$ cat config.mk
export PLATFORM = sky130hd
export DESIGN_NAME = ascii_num_parser
export DESIGN_NICKNAME = d
export VERILOG_FILES = /design/src/rtl/ascii_num_parser.sv
export SDC_FILE = /design/constraint.sdc
export NUM_CORES = 1
export LEC_CHECK = 0
export ABC_AREA = 1
export ABC_CLOCK_PERIOD_IN_PS = 3500
export BUFFER_PORTS_ARGS = -buffer_cell sky130_fd_sc_hd__clkbuf_2
export CAP_MARGIN = 20
export CORE_MARGIN = 10
export CORE_UTILIZATION = 45
export DETAILED_ROUTE_END_ITERATION = 7
export PLACE_DENSITY_LB_ADDON = 0.05
export SLEW_MARGIN = 20
export SYNTH_ARGS = -nofsm -noshare
export SYNTH_HDL_FRONTEND = slang
export SYNTH_SLANG_ARGS = --single-unit
$ cat constraint.sdc
create_clock -name clk -period 3.5 [get_ports clk]
set_input_delay 0.875 -clock clk [delete_from_list [all_inputs] [get_ports clk]]
set_output_delay 0.875 -clock clk [all_outputs]
set_load 0.02 [all_outputs]
$ cat src/rtl/ascii_num_parser.sv
// ---------------------------------------------------------------------------
// ascii_num_parser
//   Byte-level tokenizer between the UART receiver and the input subsystem.
//   It turns a stream of ASCII bytes into unsigned decimal numbers, each
//   flagged by a one-cycle valid pulse. It also reports line terminators and
//   rejected tokens, so downstream logic deals only with numbers and error
//   events. Every output is registered, so a response appears one cycle
//   after the byte that caused it.
//
// Ports
//   clk          system clock
//   rst_n        asynchronous active-low reset
//   i_en         parser enable; when low the parser is held idle and cleared
//   i_rx_valid   one-cycle pulse: i_rx_data holds a new byte
//   i_rx_data    received ASCII byte
//   i_flush      ends a pending number without a delimiter (honoured only
//                in cycles where i_rx_valid is low)
//   o_num_valid  one-cycle pulse: o_num holds a complete token
//   o_num        parsed value; holds until the next o_num_valid
//   o_line_end   one-cycle pulse on a line terminator (CRLF counts once)
//   o_tok_cnt    tokens emitted on the current line, saturating at 255
//   o_err        one-cycle pulse: token rejected
//   o_err_code   01 illegal character, 10 value above MAX_VAL; holds
//   o_busy       high while a number is partially accumulated
// ---------------------------------------------------------------------------
module ascii_num_parser #(
  parameter int DATA_W  = 32,
  parameter int MAX_VAL = 9999
) (
  input  logic              clk,
  input  logic              rst_n,
  input  logic              i_en,
  input  logic              i_rx_valid,
  input  logic [7:0]        i_rx_data,
  input  logic              i_flush,
  output logic              o_num_valid,
  output logic [DATA_W-1:0] o_num,
  output logic              o_line_end,
  output logic [7:0]        o_tok_cnt,
  output logic              o_err,
  output logic [1:0]        o_err_code,
  output logic              o_busy
);

  typedef enum logic [1:0] {
    S_IDLE = 2'd0,
    S_NUM  = 2'd1,
    S_SKIP = 2'd2
  } state_t;

  localparam logic [1:0] ERR_ILLEGAL = 2'b01;
  localparam logic [1:0] ERR_RANGE   = 2'b10;

  state_t            r_state, w_state_nxt;
  logic [DATA_W-1:0] r_acc, w_acc_nxt;
  logic              r_last_cr, w_last_cr_nxt;
  logic              r_num_valid, w_num_valid_nxt;
  logic [DATA_W-1:0] r_num, w_num_nxt;
  logic              r_line_end, w_line_end_nxt;
  logic [7:0]        r_tok_cnt, w_tok_cnt_nxt;
  logic              r_err, w_err_nxt;
  logic [1:0]        r_err_code, w_err_code_nxt;

  // Byte classification
  logic w_is_digit, w_is_cr, w_is_lf, w_is_blank, w_is_delim, w_line_term;
  assign w_is_digit = (i_rx_data >= 8'h30) && (i_rx_data <= 8'h39);
  assign w_is_cr    = (i_rx_data == 8'h0D);
  assign w_is_lf    = (i_rx_data == 8'h0A);
  assign w_is_blank = (i_rx_data == 8'h20) || (i_rx_data == 8'h09);
  assign w_is_delim = w_is_blank || w_is_cr || w_is_lf;
  // An LF directly after a CR belongs to the same terminator.
  assign w_line_term = w_is_cr || (w_is_lf && !r_last_cr);

  // One extra bit of headroom: acc never exceeds MAX_VAL, so acc*10+9
  // always fits and the range check cannot be fooled by wrap-around.
  logic [DATA_W:0]   w_acc_ext;
  logic [DATA_W:0]   w_digit_ext;
  logic [DATA_W:0]   w_acc_mul;
  logic              w_over;
  logic [DATA_W-1:0] w_digit_val;
  assign w_acc_ext   = {1'b0, r_acc};
  assign w_digit_ext = (DATA_W+1)'(i_rx_data[3:0]);
  assign w_acc_mul   = (w_acc_ext * (DATA_W+1)'(10)) + w_digit_ext;
  assign w_over      = (w_acc_mul > (DATA_W+1)'(MAX_VAL));
  assign w_digit_val = DATA_W'(i_rx_data[3:0]);

  logic       w_emit;
  logic [7:0] w_cnt_base;

  always_comb begin
    w_state_nxt     = r_state;
    w_acc_nxt       = r_acc;
    w_last_cr_nxt   = r_last_cr;
    w_num_valid_nxt = 1'b0;
    w_num_nxt       = r_num;
    w_line_end_nxt  = 1'b0;
    w_err_nxt       = 1'b0;
    w_err_code_nxt  = r_err_code;
    w_emit          = 1'b0;

    if (!i_en) begin
      w_state_nxt   = S_IDLE;
      w_acc_nxt     = '0;
      w_last_cr_nxt = 1'b0;
    end else if (i_rx_valid) begin
      w_last_cr_nxt  = w_is_cr;
      // Terminators are reported in every state, including SKIP, so the
      // consumer can resynchronise on line boundaries.
      w_line_end_nxt = w_line_term;
      unique case (r_state)
        S_IDLE: begin
          if (w_is_digit) begin
            w_acc_nxt   = w_digit_val;
            w_state_nxt = S_NUM;
          end else if (!w_is_delim) begin
            w_err_nxt      = 1'b1;
            w_err_code_nxt = ERR_ILLEGAL;
            w_state_nxt    = S_SKIP;
          end
        end
        S_NUM: begin
          if (w_is_digit) begin
            if (w_over) begin
              w_err_nxt      = 1'b1;
              w_err_code_nxt = ERR_RANGE;
              w_state_nxt    = S_SKIP;
            end else begin
              w_acc_nxt = w_acc_mul[DATA_W-1:0];
            end
          end else if (w_is_delim) begin
            w_emit      = 1'b1;
            w_state_nxt = S_IDLE;
          end else begin
            w_err_nxt      = 1'b1;
            w_err_code_nxt = ERR_ILLEGAL;
            w_state_nxt    = S_SKIP;
          end
        end
        S_SKIP: begin
          if (w_is_delim) begin
            w_state_nxt = S_IDLE;
          end
        end
        default: w_state_nxt = S_IDLE;
      endcase
    end else if (i_flush) begin
      if (r_state == S_NUM) begin
        w_emit      = 1'b1;
        w_state_nxt = S_IDLE;
      end else if (r_state == S_SKIP) begin
        w_state_nxt = S_IDLE;
      end
    end

    if (w_emit) begin
      w_num_valid_nxt = 1'b1;
      w_num_nxt       = r_acc;
    end

    // The count restarts the cycle after a line-end pulse was shown.
    w_cnt_base = r_line_end ? 8'd0 : r_tok_cnt;
    if (!i_en) begin
      w_tok_cnt_nxt = 8'd0;
    end else if (w_emit && (w_cnt_base != 8'd255)) begin
      w_tok_cnt_nxt = w_cnt_base + 8'd1;
    end else begin
      w_tok_cnt_nxt = w_cnt_base;
    end
  end

  always_ff @(posedge clk or negedge rst_n) begin
    if (!rst_n) begin
      r_state     <= S_IDLE;
      r_acc       <= '0;
      r_last_cr   <= 1'b0;
      r_num_valid <= 1'b0;
      r_num       <= '0;
      r_line_end  <= 1'b0;
      r_tok_cnt   <= 8'd0;
      r_err       <= 1'b0;
      r_err_code  <= 2'b00;
    end else begin
      r_state     <= w_state_nxt;
      r_acc       <= w_acc_nxt;
      r_last_cr   <= w_last_cr_nxt;
      r_num_valid <= w_num_valid_nxt;
      r_num       <= w_num_nxt;
      r_line_end  <= w_line_end_nxt;
      r_tok_cnt   <= w_tok_cnt_nxt;
      r_err       <= w_err_nxt;
      r_err_code  <= w_err_code_nxt;
    end
  end

  assign o_num_valid = r_num_valid;
  assign o_num       = r_num;
  assign o_line_end  = r_line_end;
  assign o_tok_cnt   = r_tok_cnt;
  assign o_err       = r_err;
  assign o_err_code  = r_err_code;
  assign o_busy      = (r_state == S_NUM);

endmodule

Word-level counts from Yosys, hierarchy flattened
Index checks and enable logic that the tools add are counted.
{ "op_classes": {"muxes": 44, "reduce_logical": 13, "n_eq_ne": 19, "multipliers": 1, "add_sub_neg": 2, "order_cmp": 3} }
{ "ops": {"columns": ["cell", "count"], "rows": [
  ["two-way mux 32 bit", 5],
  ["case mux 32 bit (2 select lines)", 1],
  ["adder 33 x 4 -> 33 bit", 1],
  ["> comparator 33 x 14 -> 1 bit (second input constant)", 1],
  ["multiplier 32 x 3 -> 32 bit (second input constant)", 1],
  ["two-way mux 2 bit", 14],
  ["equality test 8 x 4 -> 1 bit (second input constant)", 3],
  ["two-way mux 8 bit", 3],
  ["two-way mux 1 bit", 18],
  ["AND reduction 5 bit", 3],
  ["adder 8 x 1 -> 8 bit (second input constant)", 1],
  ["equality test 8 x 6 -> 1 bit (second input constant)", 1],
  [">= comparator 8 x 6 -> 1 bit (second input constant)", 1],
  ["less-or-equal comparator 8 x 6 -> 1 bit (second input constant)", 1],
  ["!= test 8 bit (second input constant)", 1],
  ["!= test 3 x 1 -> 1 bit (second input constant)", 2],
  ["!= test 3 x 2 -> 1 bit (second input constant)", 2],
  ["!= test 3 bit (second input constant)", 2],
  ["case mux 2 bit (3 select lines)", 1],
  ["!= test 5 x 4 -> 1 bit (second input constant)", 1],
  ["!= test 5 bit (second input constant)", 1],
  ["logical OR 1 bit", 4],
  ["!= test 4 x 1 -> 1 bit (second input constant)", 1],
  ["!= test 4 bit (second input constant)", 1],
  ["other kinds (10)", 12]
]} }
{ "word_totals": {"output_inout_bits": 46, "word_cells": 91, "input_bits": 13, "regBits": 80} }

Depth between registers and ports, before layout
{ "logic_depth": {"word_depth": 12, "mapped_depth": 27, "mapped_depth_nobuf": 26} }

Least setup slack after synthesis
No wires, ideal clock.
{ "synth_timing": {"kind": "reg-to-reg", "start": "register r_acc[1]", "end": "register r_acc[29]", "setup_ps": 115, "stages_incl_launch_ff": 25, "arrival_time_ps": 3443, "n_path_buf": 1, "required_ps": 3385, "period_less_slack_ps": 3558, "setup_slack_ps": -58, "path_cell_list": "dfrtp_1 ha_1 ha_1 fa_1 nand2_1 nand2_1 nand3_1 nand2_2 nand2_1 nand2_1 nor2_4 nand3_1 nor2_2 nand2_1 nor2_1 nand3_1 nand2_1 nand2_1 nor2_1 nand3_2 o21bai_4 nand2_4 nand2_8 buf_12 nor2_2"} }
{ "synth_between": {"elab_chain_len": 7, "elab_cells_between_ends": 10, "classes_between": "1 x add/sub; 1 x mul; 1 x order compare; 1 x eq/ne; 5 x mux; 1 x reduce/logical"} }
{ "synth_lines": {"columns": ["item", "line_no", "rtl"], "rows": [
  ["start: declaration", "55", "logic [DATA_W-1:0] r_acc, w_acc_nxt;"],
  ["start signal: assignment", "184", "r_acc <= w_acc_nxt;"],
  ["multiplier 32 x 3 -> 32 bit (*)", "83", "assign w_acc_mul = (w_acc_ext * (DATA_W+1)'(10)) + w_digit_ext;"],
  ["adder 33 x 4 -> 33 bit (*)", "83", null],
  ["parallel branches: the longest is 5 deep, another holds > comparator 33 x 14 -> 1 bit", null, null]
]} }
Every way passes the cells marked *. The select of a mux whose other input is x is not followed.
A chain may end at the register's enable or synchronous reset.

Worst setup path after layout
{ "layout_timing": {"start": "register r_acc[1]", "end": "register r_acc[18]"} }
The elaborated chain is that of the path after synthesis.

==> impl_results.md <==
* Average wire per standard cell at 14.2 um
* Worst-Margin Slew at 1.02 ns
* I/O pin count at 59
* Syn nets at 1232
* Seq cells post-synth at 80
* Setup Viol. Count Final at 36
* Crit. End Element: flip-flop
* Gpl congestion at 0.921
* Critical path class: reg -> reg
* Path depth of the worst reg2reg path at 24
* Clock Latency Late Sink at 0.34 ns
* Fin. Hold Viols at 0
* LEAKAGE at 5.43 nW
* Vias per inst at 5.00
* Die W at 148 um
* Synth-to-Final Area Change at 42.6%
* Finished Core Util at 65.6%
* Core area at 15900 um2
* Global-route wire length before repair at 36600 um
* Overflow left after global routing at 0
* YS warnings at 0
* Max-slew headroom at 31.6%
* First drt pass iteration count at 5
* Placed Cells at 1576
* Clock sink count at 80
* Critical Path AT at 3.99 ns
* Area after DPL at 9070 um2
* DR vias at 8040
* Initial cell density of the core at 46.0%
* Startpoint Class: flip-flop
* Unrepaired setup endpoints after global routing: true
* Sequential area share after synthesis at 27.3%
* Power Density at 185 nW/um2
* Layout filler cell count at 1475
* Mean Syn Cell Area at 6.36 um2
* Final worst-path cycle share at 107%
* Highest Clock Rate at 266 MHz
* Overall Global Routing Usage at 20.1%
* Dpl ws at -0.563 ns
* Die area at 21800 um2
* Slack of the critical path at -0.260 ns
* Clk_skew at 0.0114 ns
* Worst VDD drop at 0.257 mV
* Cells after Synth at 1153
* TritonCTS Buffers at 9
* Max Slew Vio Count at 0
* Initial antenna violation count at 0
* N_diodes at 0
* WP data required at 3.73 ns
* Initial detailed-routing violation count at 515
* CTS max path bufs at 2
* Largest net degree at the start of global routing at 81
* Reg clk slew, reported paths at 0.07 ns
* Row count at 46
* Met1 WL at 10000 um
* Met3 wire length at 749 um
* CTS tree: done
* Vias in the first global route at 7602
* DRC at 0
* Die Y at 148 um
* Share of layout cells above drive strength 1 at 33.8%
* Post-Layout Cell Count at 1608
* Final nets at 1466
* Unique cell type count in the Yosys netlist at 37
* Fin area at 10500 um2
* Hold-fix buffers, CTS at 0
* H-tree levels at 3
* Outcome: complete, but fails checks
* # Max-Cap Violations at 0
* HPWL after detailed placement at 17600 um
* Setup_tns at -7.67 ns
* Highest metal used: met4
* Root buf cell: clkbuf_16
* Min-delay worst type: in -> async
* Post-route ant nets at 0
* Critical path fanouts, max at 6
* IO Port Bufs at 58
* Synthesized area at 7340 um2
* Min cycle time layout at 3.76 ns
* Failing checks: negative setup slack
* Metal2 WL at 11900 um
* Total routed wirelength at 22900 um
==> per-stage QoR <==
| step | hold slack, ns | power (W) |
|---|---|---|
| 4_1_cts | 0.471 | 0.00194 |
| 5_1_grt | 0.447 | 0.00200 |
| 3_3_place_gp | 0.465 | 0.00105 |
| 2_1_floorplan | 0.430 | 0.00100 |
| 3_5_place_dp | 0.463 | 0.00106 |
| 6_report | 0.432 | 0.00194 |
==> worst paths after layout <==
check                           from         end  slack, ns
hold / removal                 rst_n   o_num[29]       0.43
hold reg to reg            r_last_cr  o_line_end       0.47
max in group asynchronous      rst_n    r_acc[7]       2.46
setup reg to reg            r_acc[1]   r_acc[18]      -0.26
min in group clk           r_last_cr  o_line_end       0.47
setup / recovery            r_acc[1]   r_acc[18]      -0.26
==> cells by family (layout without fill, tap and decap cells) <==
group	after synthesis	in the layout	share of synthesized area, %
AND/OR/NAND/NOR	741	746	44.7
buffers and inverters	175	409	9.38
AO/OA/AOI/OAI	85	85	6.46
flip-flops	80	80	27.3
adder cells (fa/ha/maj)	66	66	11.5
XOR/XNOR	6	6	0.716
==> cells in the final DEF, fill, tap and decap left out, types with 2 or more instances in the layout <==
cell type and instances:
nand2_2 45, nand3_1 83, nor2_1 62, clkinvlp_4 4
xor2_1 3, inv_2 10, o21bai_1 5, and2_1 4
a21oi_1 30, ha_4 25, ha_2 2, nand2_1 379
xnor2_1 2, nor3_2 3, clkinv_1 2, nand3b_1 4
a21oi_2 7, nor3_1 6, nand2_8 6, buf_6 2
nand4_1 36, nand3_2 31, buf_4 170, nand3_4 8
nand2_4 10, o21ai_0 34, nor2_4 25, o21ai_1 2
dfrtp_1 74, nor2_2 40, clkbuf_16 9, dfrtp_2 6
inv_6 2, inv_1 149, nor4_1 4, ha_1 37
clkbuf_2 57
==> synthesized netlist by cell type (all sizes together) <==
library cell | number | area share (%)
a221oi | 1 | 0.12
o31ai | 1 | 0.10
clkbuf | 8 | 0.41
nand3b | 4 | 0.41
and2 | 4 | 0.34
buf | 6 | 0.73
inv | 159 | 8.1
nor2 | 127 | 7.8
nor4 | 4 | 0.34
fa | 2 | 0.55
clkinv | 2 | 0.10
xnor2 | 3 | 0.36
a21oi | 37 | 2.6
nand4 | 36 | 3.1
nor3 | 9 | 0.61
nand3 | 122 | 8.9
a2bb2oi | 1 | 0.12
a21boi | 2 | 0.20
o21bai | 6 | 0.77
xor2 | 3 | 0.36
o21ai | 37 | 2.5
ha | 64 | 11
nand2 | 435 | 23
dfrtp | 80 | 27
==> metal layers <==
layer	track usage (%)	up-vias
li1	-	4178
met1	24.6	3690
met2	36.5	153
met3	3.48	19
met4	2.87	0
met5	0	-
==> state kept, by name (all words and copies together), names as in the netlist <==
name / count
o_line_end: 1
o_num_valid: 1
o_err: 1
o_num: 32
o_tok_cnt: 8
o_err_code: 2
r_last_cr: 1
r_acc: 32
r_state: 2
==> final cells by class <==
cell class	instances	area (um2)	share of cell area (%)
Clock inverter	7	56.3	0.538
Tap cell	216	270	2.58
Timing Repair Buffer	232	1650	15.7
Multi-Input combinational cell	903	5650	54.0
Clock buffer	9	225	2.15
Sequential cell	80	2010	19.2
Inverter	161	604	5.78
==> critical path, cell delays in order (launching register included) <==
cell and delay (ns):
dfrtp_1 0.41, ha_4 0.25, ha_4 0.16, fa_2 0.57
nand2_2 0.07, nor2_2 0.08, nand2_2 0.08, nand2_2 0.08
nand2_4 0.07, nor2_4 0.12, nand3_2 0.11, nor2_4 0.16
buf_4 0.13, nand3_2 0.09, nor2_1 0.10, nand2_1 0.06
nand2_1 0.07, nand3_1 0.09, nor2_2 0.14, nand3_4 0.12
o21bai_4 0.23, buf_12 0.13, nand2_8 0.11, nand2_8 0.16
nor2_1 0.05
==> power breakdown <==
part / switching [W] / total [W] / leakage (nW) / internal (W)
clock network: 0.000396 / 0.000882 / 0.125 / 0.000486
registers: 0.00000348 / 0.000933 / 1.10 / 0.000930
logic: 0.0000804 / 0.000121 / 4.20 / 0.0000408
==> what timing repair did <==
item                                   4_1_cts  5_1_grt
setup buffers                                6        5
resized for setup                           74      129
pin swaps                                   35       46
setup endpoints to repair                   37       37
cloned                                       5        0
endpoints found under the hold margin        0        0
Power figures use the tool's default switching activity.
